--- config.mk ---
export PLATFORM = sky130hd
export DESIGN_NAME = servant_vpu_mem_arbiter
export DESIGN_NICKNAME = d
export VERILOG_FILES = /design/src/rtl/servant_vpu_mem_arbiter.sv
export SDC_FILE = /design/constraint.sdc
export NUM_CORES = 1
export LEC_CHECK = 0
export CAP_MARGIN = 20
export CORE_UTILIZATION = 30
export CTS_BUF_LIST = sky130_fd_sc_hd__clkbuf_16
export CTS_CLUSTER_SIZE = 12
export DETAILED_ROUTE_END_ITERATION = 10
export GPL_ROUTABILITY_DRIVEN = 0
export PLACE_DENSITY = 0.8
export SETUP_SLACK_MARGIN = 0.2
export SLEW_MARGIN = 20
export SYNTH_ARGS = -nofsm -noshare
export SYNTH_HDL_FRONTEND = slang
export SYNTH_SLANG_ARGS = --single-unit
--- constraint.sdc ---
create_clock -name i_clk -period 4.31 [get_ports i_clk]
set_input_delay 0.862 -clock i_clk [delete_from_list [all_inputs] [get_ports i_clk]]
set_output_delay 0.862 -clock i_clk [all_outputs]
set_load 0.02 [all_outputs]
--- src/rtl/servant_vpu_mem_arbiter.sv ---
// Single-port RAM arbiter between the servant CPU Wishbone stream and the VPU word port.
// Three-cycle access (IDLE/ISSUE/ACK) with bounded VPU priority under contention.
module servant_vpu_mem_arbiter #(
  parameter int aw            = 13,
  parameter int MAX_VPU_BURST = 4
) (
  input  logic          i_clk,
  input  logic          i_rst,
  input  logic [31:0]   i_wb_cpu_adr,
  input  logic [31:0]   i_wb_cpu_dat,
  input  logic [3:0]    i_wb_cpu_sel,
  input  logic          i_wb_cpu_we,
  input  logic          i_wb_cpu_cyc,
  output logic [31:0]   o_wb_cpu_rdt,
  output logic          o_wb_cpu_ack,
  input  logic          i_vpu_request_rd,
  input  logic          i_vpu_request_wr,
  input  logic [aw-1:0] i_vpu_adr,
  input  logic [31:0]   i_vpu_dat,
  input  logic [3:0]    i_vpu_sel,
  output logic [31:0]   o_vpu_rdt,
  output logic          o_vpu_ack,
  output logic [aw-3:0] o_mem_adr,
  output logic [31:0]   o_mem_dat,
  output logic [3:0]    o_mem_sel,
  output logic          o_mem_we,
  output logic          o_mem_en,
  input  logic [31:0]   i_mem_rdt
);

  typedef enum logic [1:0] {
    S_IDLE,
    S_ISSUE,
    S_ACK
  } state_t;

  localparam logic [3:0] LP_MAX_BURST = 4'(MAX_VPU_BURST);

  state_t        r_state;
  state_t        w_next;
  logic          r_own;
  logic [3:0]    r_vrun;
  logic [aw-3:0] r_mem_adr;
  logic [31:0]   r_mem_dat;
  logic [3:0]    r_mem_sel;
  logic          r_mem_we;

  logic          w_cpu_req;
  logic          w_vpu_req;
  logic          w_grant_cpu;
  logic          w_grant_vpu;
  logic          w_unused;

  assign w_cpu_req = i_wb_cpu_cyc;
  assign w_vpu_req = i_vpu_request_rd | i_vpu_request_wr;
  assign w_unused  = ^{i_wb_cpu_adr[31:aw], i_wb_cpu_adr[1:0], i_vpu_adr[1:0]};

  always_comb begin
    w_next      = r_state;
    w_grant_cpu = 1'b0;
    w_grant_vpu = 1'b0;
    case (r_state)
      S_IDLE: begin
        // VPU wins ties only until it has used up its burst allowance
        if (w_vpu_req && (!w_cpu_req || (r_vrun < LP_MAX_BURST))) begin
          w_grant_vpu = 1'b1;
          w_next      = S_ISSUE;
        end else if (w_cpu_req) begin
          w_grant_cpu = 1'b1;
          w_next      = S_ISSUE;
        end
      end
      S_ISSUE: w_next = S_ACK;
      S_ACK:   w_next = S_IDLE;
      default: w_next = S_IDLE;
    endcase
  end

  always_ff @(posedge i_clk) begin
    if (i_rst) begin
      r_state   <= S_IDLE;
      r_own     <= 1'b0;
      r_vrun    <= '0;
      r_mem_adr <= '0;
      r_mem_dat <= '0;
      r_mem_sel <= '0;
      r_mem_we  <= 1'b0;
    end else begin
      r_state <= w_next;
      if (w_grant_vpu) begin
        r_own     <= 1'b1;
        r_mem_adr <= i_vpu_adr[aw-1:2];
        r_mem_dat <= i_vpu_dat;
        r_mem_we  <= i_vpu_request_wr;
        r_mem_sel <= i_vpu_request_wr ? i_vpu_sel : 4'h0;
        r_vrun    <= (r_vrun == 4'hF) ? 4'hF : r_vrun + 4'd1;
      end else if (w_grant_cpu) begin
        r_own     <= 1'b0;
        r_mem_adr <= i_wb_cpu_adr[aw-1:2];
        r_mem_dat <= i_wb_cpu_dat;
        r_mem_we  <= i_wb_cpu_we;
        r_mem_sel <= i_wb_cpu_sel;
        r_vrun    <= '0;
      end else if ((r_state == S_IDLE) && !w_vpu_req) begin
        r_vrun <= '0;
      end
    end
  end

  // Address/data/sel stay registered; only the strobes are gated to ISSUE
  assign o_mem_adr    = r_mem_adr;
  assign o_mem_dat    = r_mem_dat;
  assign o_mem_sel    = r_mem_sel;
  assign o_mem_en     = (r_state == S_ISSUE);
  assign o_mem_we     = r_mem_we & (r_state == S_ISSUE);

  assign o_wb_cpu_ack = (r_state == S_ACK) & ~r_own;
  assign o_vpu_ack    = (r_state == S_ACK) & r_own;
  assign o_wb_cpu_rdt = i_mem_rdt;
  assign o_vpu_rdt    = i_mem_rdt;

endmodule

==> results of run 1 <==
==> stage by stage <==
step           setup slack (ns)  power (W)  instance area [sq um]   util
2_1_floorplan              2.20    0.00102                   3400      -
3_3_place_gp              0.922    0.00117                   4440  0.406
3_5_place_dp              0.832    0.00119                   4440  0.406
4_1_cts                    1.16    0.00159                   4580  0.419
5_1_grt                   0.949    0.00166                   4580  0.419
6_report                   1.20    0.00158                   4580  0.419
==> kinds of logic (layout without fill, tap and decap cells) <==
family                     count (synthesis)  after routing
DFF                                       55             55
AOI/OAI and AO/OA                        110            110
and+or+nand+nor                          118            118
adders and majority gates                  1              1
buffers and inverters                    113            167
==> final cells by class <==
class	instances	area [sq um]
Clock inverter	3	12.5
Tap cell	140	175
Fill cell	1067	6360
Clock buffer	5	125
Timing Repair Buffer	158	1560
Inverter	1	3.75
Multi-Input combinational cell	229	1610
Sequential cell	55	1100
==> critical path, delay by kind of cell <==
family / cells / cell delay, ns
AND/OR/NAND/NOR: 2 / 0.85
AO/OA/AOI/OAI: 1 / 0.36
buffers and inverters: 2 / 1.20
==> state kept, by name (all words and copies together), names as in the netlist <==
| signal | flops |
|---|---|
| r_own | 1 |
| r_state | 2 |
| o_mem_sel | 4 |
| r_vrun | 4 |
| o_mem_dat | 32 |
| r_mem_we | 1 |
| o_mem_adr | 11 |
==> power breakdown <==
| part | total [W] | internal (W) | leakage, nW | switching (W) |
|---|---|---|---|---|
| logic | 0.000573 | 0.000277 | 0.938 | 0.000296 |
| registers | 0.000606 | 0.000570 | 0.456 | 0.0000362 |
| clock network | 0.000398 | 0.000211 | 0.0762 | 0.000187 |
==> layer usage <==
metal,GRT usage,vias up,routed length [microns]
li1,-,1585,-
met1,0.213,1590,4430
met2,0.340,202,5620
met3,0.0645,13,1130
met4,0.0521,0,133
met5,0,-,0
==> path summary, 6_finish.rpt <==
path / startpoint / endpoint / slack (ns) / depth (start not counted)
worst max-delay path: i_vpu_request_wr / o_mem_dat[11]$_SDFFE_PP0P_ / 1.20 / 5
worst min-delay path: r_vrun[1]$_SDFFE_PP0P_ / r_vrun[1]$_SDFFE_PP0P_ / 0.48 / 2
worst max register to register: r_vrun[2]$_SDFFE_PP0P_ / o_mem_dat[11]$_SDFFE_PP0P_ / 1.98 / 4
worst min register to register: r_vrun[1]$_SDFFE_PP0P_ / r_vrun[1]$_SDFFE_PP0P_ / 0.48 / 2
==> synth_stat cells <==
| library cell | instances | area, sq um |
|---|---|---|
| a2111o_1 | 1 | 11.3 |
| a2111oi_1 | 34 | 340 |
| a2111oi_2 | 14 | 210 |
| a211oi_1 | 2 | 15.0 |
| a21oi_1 | 52 | 260 |
| a311o_1 | 1 | 10.0 |
| a31oi_1 | 1 | 6.26 |
| and2_1 | 1 | 6.26 |
| and3b_1 | 1 | 8.76 |
| and4_1 | 4 | 35.0 |
| buf_2 | 19 | 95.1 |
| buf_4 | 65 | 488 |
| buf_6 | 4 | 45.0 |
| clkbuf_1 | 24 | 90.1 |
| dfxtp_1 | 55 | 1100 |
| ha_1 | 1 | 12.5 |
| inv_1 | 1 | 3.75 |
| nand2_1 | 6 | 22.5 |
| nand3_1 | 3 | 15.0 |
| nor2_1 | 1 | 3.75 |
| nor2_2 | 1 | 6.26 |
| nor2b_1 | 2 | 12.5 |
| nor3_1 | 49 | 245 |
| nor3_2 | 1 | 10.0 |
| nor3b_1 | 1 | 7.51 |
| nor4_1 | 43 | 269 |
| nor4b_1 | 1 | 8.76 |
| o21a_1 | 2 | 15.0 |
| o21ai_1 | 2 | 10.0 |
| o311ai_0 | 1 | 8.76 |
| or2_1 | 2 | 12.5 |
| or3_1 | 1 | 6.26 |
| or4_1 | 1 | 7.51 |
==> metrics.csv, run 1 <==
stage,metric,value,unit
run_status,status,finished clean,
finish,final_common_cell,clkdlybuf4s50_1,
placement,io_buffers,150,
sta,hold_ws,0.483,ns
finish,num_antenna_cells,0,
clocking,cts_tree,yes,
clocking,numCtsBuffers,5,
synth,synth_area,0.00340,sq mm
sta,tns,0,ns
detailed_routing,post_drt_wl_per_cell,19.1,microns
global_route,overflow,0,
worst_setup_path,worstPathCellList,"clkdlybuf4s50_1, or2_1, nand3_2, buf_4, a2111oi_1",
worst_setup_path,cp_slowest_cell,clkdlybuf4s50_1,
clocking,post_cts_buffers,0,
detailed_routing,via_per_inst,5.74,
sta,setup_viol,0,
synth,synth-seq-area-share,0.324,
finish,drive_gt1_frac,0.0798,
die,fp.dieW,108,microns
clocking,clk_pin_slew_worst_paths,0.07,ns
synth,muxShareOfSynthArea,0,
worst_setup_path,crit_fanout,22,
worst_hold_path,hp-class,reg -> reg,
detailed_routing,drc,0,
detailed_routing,ant_nets,0,
worst_setup_path,cp.arrival,3.29,ns
clocking,cts_root_buf,clkbuf_16,
power,power_density,344,mW/mm^2
placement,dp_hpwl,7.59,mm
clocking,htreeDepth,2,
job,maxCapViolations,0,
die,rows,38,
sta,fin_crit,3.11,ns
synth,synth_top_family_by_area,compound AO/OA/AOI/OAI gates,
detailed_routing,vias,3390,
finish,area_delta_synth_final,34.7,%
synth,synth-simple-area-share,0.199,
synth,ys_seq_elements,55,
worst_setup_path,endpoint_kind,register,
placement,dp_cells,583,
clocking,clk_path_buf_depth,2,
die,pin_count,270,
clocking,clkSinkCount,55,
clocking,cts_hold_buf,0,
sta,hold_viol_final,0,
worst_setup_path,worstPathRequired,4.49,ns
sta,max_freq,0.322,GHz
finish,final_cell_mix,"clkdlybuf4s50_1 (149), dfxtp_1 (55), a21oi_1 (52), nor3_1 (49), nor4_1 (43)",
die,coreArea,0.0109,sq mm
detailed_routing,drt_pass1_iterations,4,
synth,synth_cell_type_count,33,
sta,relSlewSlack,0.304,
worst_setup_path,crit_type,in -> reg,
global_route,grtUsageTotal,0.190,
detailed_routing,drt-initial-drc-count,284,
sta,worst_pin_slew,1.04,ns
global_route,grt_max_degree,57,
finish,layout.cells.non_filler,591,
sta,maxSlewViolCount,0,
synth,synthXorXnorAreaFrac,0,
power,leakage,1.47,nW
synth,synth_fa_ha_area_frac,0.00368,
synth,synth_compound_area_frac,0.261,
synth,syn_inst,397,
power,ir_worst_vdd,174,uV
global_route,first_global_vias,3426,
detailed_routing,totalWireLength,11.3,mm
finish,final_nets,606,
die,start_util,0.311,
clocking,cts_resized,0,
clocking,clkLatencyLatePin,0.30,ns
die,die_h,108,microns
worst_setup_path,max_stage_delay,0.74,ns
sta,finalCritPeriodShare,0.721,
die,die_area,0.0118,sq mm
sta,rsz0062_at_grt,false,
global_route,grt_pass1_wl,17.4,mm
worst_setup_path,startpoint_type,primary input,
synth,syn_avg_cell_area,8.56,sq um
synth,yosysWarnings,0,
sta,final.setup_skew,0.00881,ns
synth,syn_nets,553,
global_route,antenna_found_initial,0,
Note: power is estimated with default switching activity, not from simulation.
==> run 2: changes to the inputs <==
==> constraint.sdc (replaced) <==
create_clock -name i_clk -period 2.9 [get_ports i_clk]
set_input_delay 0.58 -clock i_clk [delete_from_list [all_inputs] [get_ports i_clk]]
set_output_delay 0.58 -clock i_clk [all_outputs]
set_load 0.02 [all_outputs]
==> metrics.csv, run 2 (same netlist as run 1, synthesis figures left out) <==
stage,metric,value,unit,change
run_status,status,finished clean,,
sta,max_freq,0.440,GHz,
worst_setup_path,r2r_start,r_state[1]$_SDFFE_PP0P_,,
worst_setup_path,crit_type,reg -> out,,
global_route,grt_pass1_wl,17.8,mm,+2.3%
global_route,antenna_found_initial,0,,unchanged
worst_setup_path,worstRegToRegCells,4,,unchanged
job,maxCapViolations,0,,unchanged
power,ir_worst_vdd,251,uV,+44%
worst_setup_path,crit_fanout,5,,-77%
placement,dp_cells,590,,+1.2%
global_route,first_global_vias,3577,,+4.4%
sta,rsz0062_at_grt,false,,
sta,worst_pin_slew,0.524,ns,-0.520 ns
detailed_routing,via_per_inst,5.69,,-0.73%
clocking,post_cts_buffers,0,,unchanged
worst_hold_path,worstHoldStart,r_vrun[1]$_SDFFE_PP0P_,,
detailed_routing,drt_pass1_iterations,4,,unchanged
power,leakage,1.51,nW,+2.7%
die,fp.dieW,108,microns,unchanged
worst_setup_path,endpoint_kind,primary output,,
clocking,clk_path_buf_depth,2,,unchanged
clocking,clkLatencyLatePin,0.29,ns,about the same
die,coreArea,0.0109,sq mm,unchanged
die,pin_count,270,,unchanged
detailed_routing,drc,0,,unchanged
sta,fin_crit,2.28,ns,
worst_setup_path,r2r-end,r_mem_we$_SDFFE_PP0P_,,
finish,largest_reg_flops,32,,unchanged
die,start_util,0.311,,unchanged
worst_setup_path,ff2ff_setup_slack,0.96,ns,-1.02 ns
clocking,cts_hold_buf,0,,unchanged
sta,relSlewSlack,0.648,,+0.344
clocking,htreeDepth,2,,unchanged
detailed_routing,totalWireLength,11.7,mm,+3.1%
placement,io_buffers,150,,unchanged
finish,final_common_cell,clkdlybuf4s50_1,,
detailed_routing,vias,3405,,+0.44%
finish,drive_gt1_frac,0.0961,,+0.0162
sta,setup_viol,0,,unchanged
clocking,cts_tree,yes,,
worst_hold_path,hp-class,reg -> reg,,
worst_hold_path,whs_path_depth,2,,unchanged
global_route,overflow,0,,unchanged
sta,tns,0,ns,unchanged
worst_setup_path,worstPathRequired,2.32,ns,-2.17 ns
finish,nFillCells,1070,,+0.28%
finish,layout.cells.non_filler,598,,+1.2%
detailed_routing,post_drt_wl_per_cell,19.5,microns,+1.9%
placement,placedInstanceArea,0.00452,sq mm,+1.7%
finish,final_cell_mix,"clkdlybuf4s50_1 (149), dfxtp_1 (55), a21oi_1 (52), nor3_1 (49), nor4_1 (43)",,
sta,finalCritPeriodShare,0.785,,
power,power_density,506,mW/mm^2,+47%
worst_setup_path,startpoint_type,register,,
clocking,clk_pin_slew_worst_paths,0.07,ns,about the same
clocking,cts_resized,0,,unchanged
die,rows,38,,unchanged
sta,maxSlewViolCount,0,,unchanged
die,die_area,0.0118,sq mm,unchanged
finish,area_delta_synth_final,37.5,%,
global_route,grt_max_degree,100,,+75%
power,total_power,0.00236,W,+50%
finish,fin_area,0.00467,sq mm,+2.0%
finish,num_antenna_cells,0,,unchanged
finish,post-route-util,0.427,,+0.00858
finish,final_nets,614,,+1.3%
sta,final.setup_skew,0.00405,ns,-0.00476 ns
detailed_routing,ant_nets,0,,unchanged
detailed_routing,drt-initial-drc-count,268,,-5.6%
clocking,numCtsBuffers,5,,unchanged
placement,dp_hpwl,7.91,mm,+4.3%
clocking,clkSinkCount,55,,unchanged
worst_hold_path,whs_endpoint,r_vrun[1]$_SDFFE_PP0P_,,
global_route,grtUsageTotal,0.193,,+0.00317
die,die_h,108,microns,unchanged
sta,hold_viol_final,0,,unchanged
clocking,cts_root_buf,clkbuf_16,,
worst_setup_path,cp.arrival,1.70,ns,-1.59 ns
-- run 2: changes by cell type in the layout (fill, tap and decap cells not counted) --
cell and change:
buf_4 +5, clkinv_1 +1, buf_12 +3, inv_1 -2
-- run 2: worst max-delay path, cell delays in order, from the launching register on --
cell and delay, ns:
dfxtp_1 0.43, nor2b_1 0.22, and2_1 0.15, clkdlybuf4s50_1 0.60
-- run 2: layer usage --
layer / part of all wire / global-route usage / up-vias
met1: 0.40 / 0.208 / 1595
met4: 0.018 / 0.0743 / 0
met5: 0 / 0 / -
met2: 0.49 / 0.352 / 207
li1: - / - / 1588
met3: 0.094 / 0.0585 / 15
-- run 2: worst max-delay path by stage --
stage | startpoint | end | slack, ns
floorplan | i_vpu_request_wr | o_mem_adr[4]$_SDFFE_PP0P_ | 1.07
global placement | i_vpu_request_rd | o_mem_adr[3]$_SDFFE_PP0P_ | 0.43
detailed placement | i_vpu_request_rd | o_mem_adr[0]$_SDFFE_PP0P_ | 0.35
CTS | r_state[0]$_SDFFE_PP0P_ | o_mem_we | 0.62
global route | r_state[0]$_SDFFE_PP0P_ | o_mem_we | 0.54
finish | r_state[0]$_SDFFE_PP0P_ | o_mem_we | 0.62
-- run 2: power by group --
group | switching (W) | internal, W
clock network | 0.000278 | 0.000312
logic | 0.000445 | 0.000426
registers | 0.0000544 | 0.000847
total | 0.000778 | 0.00158
-- run 2: final cells by class --
class	instances	area, sq um	area share
sequential	55	1100	0.236
clock inverter	2	8.76	0.00187
inverter	1	3.75	0.000803
tap	140	175	0.0375
clock buffer	5	125	0.0268
multi-input combinational	229	1610	0.344
timing repair buffer	166	1650	0.354
-- run 2: metrics by stage --
step / setup WS [ns] / hold slack [ns]
CTS: 0.623 / 0.485
floorplan: 1.07 / 0.454
finish: 0.625 / 0.498
global route: 0.541 / 0.524
global placement: 0.428 / 0.470
detailed placement: 0.353 / 0.474
